[config.mk]
export PLATFORM = sky130hd
export DESIGN_NAME = spin_readout
export DESIGN_NICKNAME = d
export VERILOG_FILES = /design/src/rtl/ising_pkg.sv /design/src/rtl/sync_2ff.sv /design/src/rtl/spin_readout.sv
export SDC_FILE = /design/constraint.sdc
export NUM_CORES = 1
export LEC_CHECK = 0
export CAP_MARGIN = 30
export CORE_ASPECT_RATIO = 0.8
export CORE_MARGIN = 2
export CORE_UTILIZATION = 50
export CTS_CLUSTER_DIAMETER = 100
export DETAILED_ROUTE_END_ITERATION = 8
export PLACE_DENSITY = 0.66
export SYNTH_ARGS = -nofsm -noshare
export SYNTH_HDL_FRONTEND = slang
export SYNTH_SLANG_ARGS = --single-unit
[constraint.sdc]
create_clock -name clk -period 11.2 [get_ports clk]
set_input_delay 1.68 -clock clk [delete_from_list [all_inputs] [get_ports clk]]
set_output_delay 1.68 -clock clk [all_outputs]
set_load 0.02 [all_outputs]
[src/rtl/ising_pkg.sv]
// ising_pkg: FSM encoding and default sizes shared by the spin readout slice
package ising_pkg;
  typedef enum logic [1:0] {
    ST_IDLE    = 2'd0,
    ST_SETTLE  = 2'd1,
    ST_MEASURE = 2'd2,
    ST_DONE    = 2'd3
  } state_t;
  localparam int CNT_W_DEF  = 16;
  localparam int SETTLE_DEF = 4;
endpackage

[src/rtl/sync_2ff.sv]
// sync_2ff: two-flop synchronizer bank, cleared by synchronous active-low reset
module sync_2ff #(
  parameter int W = 1
) (
  input  logic         clk,
  input  logic         rstn,
  input  logic [W-1:0] d,
  output logic [W-1:0] q
);
  logic [W-1:0] s1;
  always_ff @(posedge clk)
    if (!rstn) {q, s1} <= '0;
    else {q, s1} <= {s1, d};
endmodule

[src/rtl/spin_readout.sv]
// spin_readout: integrates oscillator/reference phase mismatch over a window and resolves binary spins
module spin_readout
  import ising_pkg::*;
#(
  parameter  int N      = 3,
  parameter  int CNT_W  = CNT_W_DEF,
  parameter  int SETTLE = SETTLE_DEF,
  localparam int SW     = N > 1 ? $clog2(N) : 1
) (
  input  logic             clk,
  input  logic             rstn,
  input  logic [N-1:0]     osc_in,
  input  logic             ref_in,
  input  logic             start,
  input  logic [CNT_W-1:0] window,
  input  logic [SW-1:0]    count_sel,
  output logic             busy,
  output logic             done,
  output logic [N-1:0]     spins,
  output logic [CNT_W-1:0] count_out
);
  logic [N:0]       s;
  logic [N-1:0]     m;
  state_t           state;
  logic [CNT_W-1:0] win_q, cyc;
  logic             accept, settle_end, to_done;
  logic [CNT_W-1:0] res [N];
  sync_2ff #(.W(N + 1)) u_sync (
    .clk  (clk),
    .rstn (rstn),
    .d    ({ref_in, osc_in}),
    .q    (s)
  );
  assign m          = s[N-1:0] ^ {N{s[N]}};
  assign accept     = state == ST_IDLE && start;
  assign settle_end = state == ST_SETTLE && cyc == CNT_W'(SETTLE - 1);
  assign to_done    = (settle_end && win_q == '0) ||
                      (state == ST_MEASURE && cyc == win_q - CNT_W'(1));
  always_ff @(posedge clk)
    if (!rstn) begin
      state <= ST_IDLE;
      win_q <= '0;
      cyc   <= '0;
      busy  <= 1'b0;
      done  <= 1'b0;
    end else begin
      done <= to_done;
      case (state)
        ST_IDLE:
          if (start) begin
            state <= ST_SETTLE;
            win_q <= window;
            cyc   <= '0;
            busy  <= 1'b1;
          end
        ST_SETTLE:
          if (settle_end) begin
            state <= win_q == '0 ? ST_DONE : ST_MEASURE;
            cyc   <= '0;
          end else cyc <= cyc + CNT_W'(1);
        ST_MEASURE:
          if (to_done) state <= ST_DONE;
          else cyc <= cyc + CNT_W'(1);
        ST_DONE: begin
          state <= ST_IDLE;
          busy  <= 1'b0;
        end
      endcase
    end
  for (genvar i = 0; i < N; i++) begin : g_spin
    logic [CNT_W-1:0] c, nx, r;
    logic             sp;
    // nx includes the final accumulation so results land with the done pulse
    assign nx = c + CNT_W'(state == ST_MEASURE && m[i]);
    always_ff @(posedge clk)
      if (!rstn) begin
        c  <= '0;
        r  <= '0;
        sp <= 1'b0;
      end else begin
        c <= accept ? '0 : nx;
        if (to_done) begin
          r  <= nx;
          sp <= {nx, 1'b0} > {1'b0, win_q};
        end
      end
    assign res[i]   = r;
    assign spins[i] = sp;
  end
  always_comb begin
    count_out = '0;
    for (int j = 0; j < N; j++)
      if (count_sel == SW'(j)) count_out = res[j];
  end
endmodule
==> impl_metrics.prom <==
# TYPE chip_impl_metric gauge
chip_impl_info{name="outcome",value="complete, no violations"} 1
chip_impl_metric{name="power.leakage",unit="nW"} 4.380
chip_impl_metric{name="post_synthesis_net_count",unit=""} 1043
chip_impl_metric{name="area_added_between_synthesis_and_finish",unit="%"} 14.73
chip_impl_metric{name="drv.max_cap_violation_count",unit=""} 0
chip_impl_metric{name="post_synthesis_register_bit_count",unit=""} 143
chip_impl_metric{name="postCtsResizedCells",unit=""} 0
chip_impl_metric{name="antenna_found_initial",unit=""} 0
chip_impl_metric{name="post_synth.cell_area_avg",unit="µm²"} 8.469
chip_impl_metric{name="period_share",unit="%"} 55.46
chip_impl_metric{name="place.port_buffers",unit=""} 45
chip_impl_metric{name="routed_wire_length_per_instance",unit="µm"} 16.89
chip_impl_metric{name="worst_ir_drop_vdd",unit="mV"} 0.1076
chip_impl_metric{name="p_per_area",unit="nW/µm²"} 168.2
chip_impl_metric{name="maximum_clock_path_buffer_count",unit=""} 2
chip_impl_info{name="worstHoldPathType",value="flop to flop"} 1
chip_impl_metric{name="fmax",unit="GHz"} 0.1610
chip_impl_metric{name="synth_cell_type_count",unit=""} 61
chip_impl_metric{name="htree_levels",unit=""} 4
chip_impl_metric{name="worst-r2r-setup-slack",unit="ps"} 6480
chip_impl_metric{name="row_count",unit=""} 41
chip_impl_metric{name="hpwl_after_detailed_placement",unit="mm"} 14.53
chip_impl_metric{name="number_of_hold_repair_buffers_added_at_the_cts_stage",unit=""} 0
chip_impl_metric{name="numCtsBuffers",unit=""} 17
chip_impl_metric{name="drt_iter0_markers",unit=""} 542
chip_impl_metric{name="post_drt_via_cell_ratio",unit=""} 5.620
chip_impl_metric{name="post-synth-top-area-fraction",unit="%"} 35.21
chip_impl_metric{name="critical_path_required",unit="ps"} 9520
chip_impl_metric{name="critPathArrivalTime",unit="ps"} 4530
chip_impl_metric{name="synthesis.instances",unit=""} 960
chip_impl_info{name="crit_path_end_kind",value="output pin"} 1
chip_impl_metric{name="initial_core_util",unit="%"} 51.29
chip_impl_info{name="library_cell_with_the_largest_summed_area_after_synthesis",value="dfxtp_1"} 1
chip_impl_metric{name="route.vias.total",unit=""} 6755
chip_impl_info{name="global_route.peak_usage_layer",value="met1"} 1
chip_impl_metric{name="period_needed",unit="ps"} 6212
chip_impl_metric{name="drive_above_1_share",unit="%"} 6.282
chip_impl_metric{name="power.total",unit="W"} 0.001569
chip_impl_info{name="netlist_top_cells_area",value="dfxtp_1 (35%), ha_1 (8.9%), nand2_1 (6.3%)"} 1
chip_impl_metric{name="clock_skew",unit="ps"} 8.800
chip_impl_metric{name="via_count_of_the_first_global_routing_pass",unit=""} 6347
chip_impl_info{name="synthMostInstantiatedCell",value="dfxtp_1"} 1
chip_impl_info{name="ys.flop_type",value="dfxtp_1"} 1
chip_impl_metric{name="yosysWarnings",unit=""} 0
chip_impl_info{name="cts.root.buffer_cell",value="clkbuf_16"} 1
chip_impl_info{name="tritoncts",value="done"} 1
chip_impl_metric{name="core_area",unit="µm²"} 15850
chip_impl_metric{name="gr-usage-met3",unit="%"} 6.550
chip_impl_metric{name="worst_slew_pin_slew",unit="ps"} 971.8
chip_impl_metric{name="largest_net_degree_at_the_start_of_global_routing",unit=""} 84
chip_impl_metric{name="die_w",unit="µm"} 146.6
chip_impl_metric{name="synth_seq_area_share",unit="%"} 35.21
chip_impl_metric{name="drcViolationCount",unit=""} 0
chip_impl_metric{name="postCtsSetupRepairBufs",unit=""} 0
chip_impl_metric{name="n_antenna_cell",unit=""} 0
chip_impl_metric{name="drt_wl_total",unit="mm"} 20.30
chip_impl_metric{name="asyncSetResetFlopFracSynth",unit="%"} 0
chip_impl_info{name="timing.setup.critical_path_class",value="input port to output pin"} 1
chip_impl_metric{name="cts.clk_slew.worst_paths",unit="ps"} 60
chip_impl_metric{name="antenna_left",unit=""} 0
chip_impl_metric{name="grt_util_all_layers",unit="%"} 24.56
chip_impl_metric{name="mappedNetlistArea",unit="µm²"} 8130
chip_impl_metric{name="fin_setup_tns",unit="ps"} 0
chip_impl_metric{name="worstSkewPairLatency",unit="ps"} 420
chip_impl_metric{name="grt_util_met1",unit="%"} 38.18
chip_impl_metric{name="max-slew-margin-rel",unit="%"} 34.92
chip_impl_metric{name="die_height",unit="µm"} 118.1
chip_impl_metric{name="finalHoldViolations",unit=""} 0
chip_impl_metric{name="slew_violations",unit=""} 0
chip_impl_metric{name="floorplan.io_pins",unit=""} 46
chip_impl_metric{name="grt-ovfl-total",unit=""} 0
chip_impl_metric{name="cts_sinks",unit=""} 143
chip_impl_metric{name="final_setup_violation_count",unit=""} 0
chip_impl_info{name="most_frequent_cells_after_synthesis",value="dfxtp_1 (143), nand2_1 (137), nor2_1 (86), inv_1 (66), ha_1 (58)"} 1
chip_impl_metric{name="num-nets-final",unit=""} 1057
chip_impl_metric{name="global_route_wire_length_before_repair",unit="mm"} 33.68
chip_impl_metric{name="die_area",unit="µm²"} 17300
chip_impl_metric{name="finalWeightedCongestion",unit=""} 0.9291
chip_impl_metric{name="dr.pass1.iters",unit=""} 5
chip_impl_info{name="rsz0062_at_grt",value="no"} 1
chip_impl_metric{name="synth_enable_flop_cells",unit=""} 0
chip_impl_metric{name="maximum_fanout_encountered_on_the_critical_timing_path",unit=""} 17
chip_impl_metric{name="grt_use_met2",unit="%"} 32.78
chip_impl_info{name="setup.worst_path.start_class",value="input port"} 1
cell usage in the layout, fill, tap and decap left out, types with 28 or more instances in the layout:
master           Yosys  final
inv_1               66     66
xnor2_1             28     28
xor2_1              35     35
nor2_1              86     86
o211a_1             45     45
nand3_1             31     31
dfxtp_1            143    143
nand2_1            137    136
ha_1                58     58
clkdlybuf4s50_1      0     44
metrics by stage:
| stage | hold WS (ps) | cells | instance area [µm²] | util (%) | setup WS, ps |
|---|---|---|---|---|---|
| 3_5_place_dp | 419.9 | 1170 | 8657 | 54.61 | 4964 |
| 4_1_cts | 433.6 | 1202 | 9328 | 58.84 | 4958 |
| 5_1_grt | 448.8 | 1202 | 9328 | 58.84 | 4834 |
| 3_3_place_gp | 421.4 | 1169 | 8630 | 54.44 | 4989 |
| 6_report | 433.8 | 1202 | 9328 | 58.84 | 4988 |
| 2_1_floorplan | 411.9 | 960 | 8130 | - | 6398 |
layout make-up:
type	count	area, µm²
clock inverter	8	148.9
tap	215	269.0
timing repair buffer	52	518.0
multi-input combinational	694	4760
sequential	143	2863
inverter	66	247.7
fill	1449	6524
clock buffer	24	521.8
power by group:
part	total [W]	switching (W)	internal [W]	leakage (nW)
Sequential	0.000557	0.0000316	0.000525	1.16
Clock	0.000633	0.000218	0.000415	0.325
Combinational	0.000379	0.000231	0.000148	2.90
Total	0.00157	0.000481	0.00109	4.38
metal layers:
layer	wire, µm	vias up	part of all wire (%)
met5	0	-	0
met4	219	0	1.1
met3	1550	15	7.6
met2	7769	187	38
met1	10760	3184	53
li1	-	3369	-
final timing paths:
path,from,end,cells after the start
worst max-delay path,count_sel[1],count_out[1],5
worst min-delay path,u_sync.s1[3],u_sync.q[3],1
worst min register to register,u_sync.s1[3],u_sync.q[3],1
worst max register to register,state[0],g_spin[0].sp,18
cells by family after synthesis:
family,count (synthesis),synth area share (%)
and+or+nand+nor,375,22.44
AOI/OAI and AO/OA,172,16.99
DFF,143,35.21
buffers and inverters,123,6.448
xor gates and xnor gates,63,6.787
adders and majority gates,58,8.926
muxes,26,3.201
critical path: stages:
cell and delay, ps:
clkdlybuf4s50_1 980, nor2b_2 920, nand2_1 100, o21ai_0 180, clkdlybuf4s50_1 680
flip-flops by register name, indices dropped and copies added (netlist names):
name,flops
win_q,16
g_spin.sp,3
u_sync.q,4
busy,1
g_spin.r,48
state,2
done,1
u_sync.s1,4
cyc,16
g_spin.c,48
No activity file was read; power rests on OpenSTA's default activity.
==> patch, RTL diff (same flow settings) <==
Change the parameter `N` from 3 to 6.
--- a/src/rtl/spin_readout.sv
+++ b/src/rtl/spin_readout.sv
@@ -3,5 +3,5 @@
   import ising_pkg::*;
 #(
-  parameter  int N      = 3,
+  parameter  int N      = 6,
   parameter  int CNT_W  = CNT_W_DEF,
   parameter  int SETTLE = SETTLE_DEF,
Ports: changed (resized count_sel, osc_in and spins); port bits go from 46 to 53. No check against the original RTL was run, so the function may have changed too.
==> patch against the unedited design <==
Synthesized area is 62% higher. Core utilization is 2.9 points lower. Cell area up 57%. Synthesized cell count is 65% higher. Register-to-register slack improved by 0.04 ns. Count of clock-buffer cells in the layout up 14. First-iteration DRC count rose by 59%. Sequential cell count rose by 105. Largest cell class unchanged. Setup slack improved by 0.27 ns. Power increased by 47%. Critical path depth decreased by 1. Routed wire length grew 82%.
==> patch: results (changes against the unedited design) <==
global_route:
  grtUsageMet1_pct: 40.4  # +2.2 points
  use_met2_pct: 40.6  # +7.8 points
  first_global_vias: 10100  # +60%
  grt_usage_pct: 26.8  # +2.2 points
  grt_max_degree: 97  # +15%
  antenna_found_initial: 1  # +1
sta:
  hold_slack_ns: 0.430  # -0.00345 ns
  clock_skew_ns: 0.0220  # +0.0132 ns
  fin_crit_sh_pct: 53.0  # -2.4 points
  worst_slew_pin_slew_ns: 0.949  # -0.0231 ns
synthesis:
  synthCells: 1583  # +65%
  synth.area.top_cells: "dfxtp_1, ha_1, nor2_1"
  synth-compound-area-share_pct: 14.4  # -2.6 points
  ys_seq_area_share_pct: 37.6  # +2.4 points
  synth_top_cells_by_count: "dfxtp_1, nor2_1, nand2_1, inv_1, ha_1"
  yosysUniqueCellTypes: 62  # +1.6%
  synthAdderAreaFrac_pct: 10.3  # +1.4 points
  syn-num-nets: 1721  # +65%
  synthMuxAreaShare_pct: 3.12  # -0.080 points
  synth-xor-area-share_pct: 7.10  # +0.32 points
routing:
  wl_met3_microns: 2070  # +33%
  drt_wl_total_microns: 36900  # +82%
  met1_length_microns: 18300  # +70%
  drt-vias-per-instance: 5.70  # +1.4%
  drt_iter0_markers: 861  # +59%
finish:
  seq_area_sq_um: 4960  # +73%
  multi_input_comb_cells: 1130  # +63%
  largest_registers: "g_spin.c: 96 flops, g_spin.r: 96 flops"
  num_antenna_cells: 1  # +1
  bufAreaShareNonClock_pct: 3.90  # -1.7 points
  nFillCells: 2504  # +73%
  drive_gt1_share_pct: 4.50  # -1.8 points
  fin_cells: 1957  # +63%
cts:
  worstSkewPairLatency_ns: 0.54  # +0.12 ns
  cts_max_path_buffers: 3  # +1
  htreeDepth: 1  # -3
critical_path:
  rrSetupSlack_ns: 6.52  # +0.04 ns
  crit_start: "count_sel[2]"
  r2r_cells: 11  # -7
  worstReg2RegStart: "win_q[1]$_SDFFE_PN0P_"
  r2r-end: "g_spin[3].sp$_SDFFE_PN0P_"
  critical_path.max_fanout: 18  # +1
run_status:
  status: "finished clean"
power:
  intPower_mw: 1.58  # +45%
  total_leakage_power_nw: 6.18  # +41%
  vdd_drop_max_v: 0.000111  # +3.0%
place:
  gp_congestion: 0.915  # -1.5%
  dp.cells: 1909  # +63%
  place_area_sq_um: 13800  # +59%
min_path:
  holdCritStartpoint: "u_sync.s1[5]$_SDFF_PN0_"
-- patch: cell types whose count changed after synthesis, moves of 42 or more --
cell      before  now
nor2_1        86  248
dfxtp_1      143  248
a211oi_1      19   88
a21oi_1       14   75
ha_1          58  109
inv_1         66  113
o211a_1       45    3
-- patch: power groups by stage --
| stage | clock [mW] | combinational [mW] | sequential [mW] |
|---|---|---|---|
| final | 0.853 | 0.523 | 0.927 |
| after global routing | 0.903 | 0.578 | 0.930 |
| after CTS | 0.866 | 0.518 | 0.927 |
| after floorplan | 0 | 0.380 | 0.937 |
| after detailed placement | 0 | 0.515 | 0.946 |
| after global placement | 0 | 0.506 | 0.946 |
-- patch: critical path, stage by stage --
cell and delay (ns):
clkdlybuf4s50_1 0.88, nand2b_1 0.50, o221ai_1 0.51, clkdlybuf4s50_1 0.69
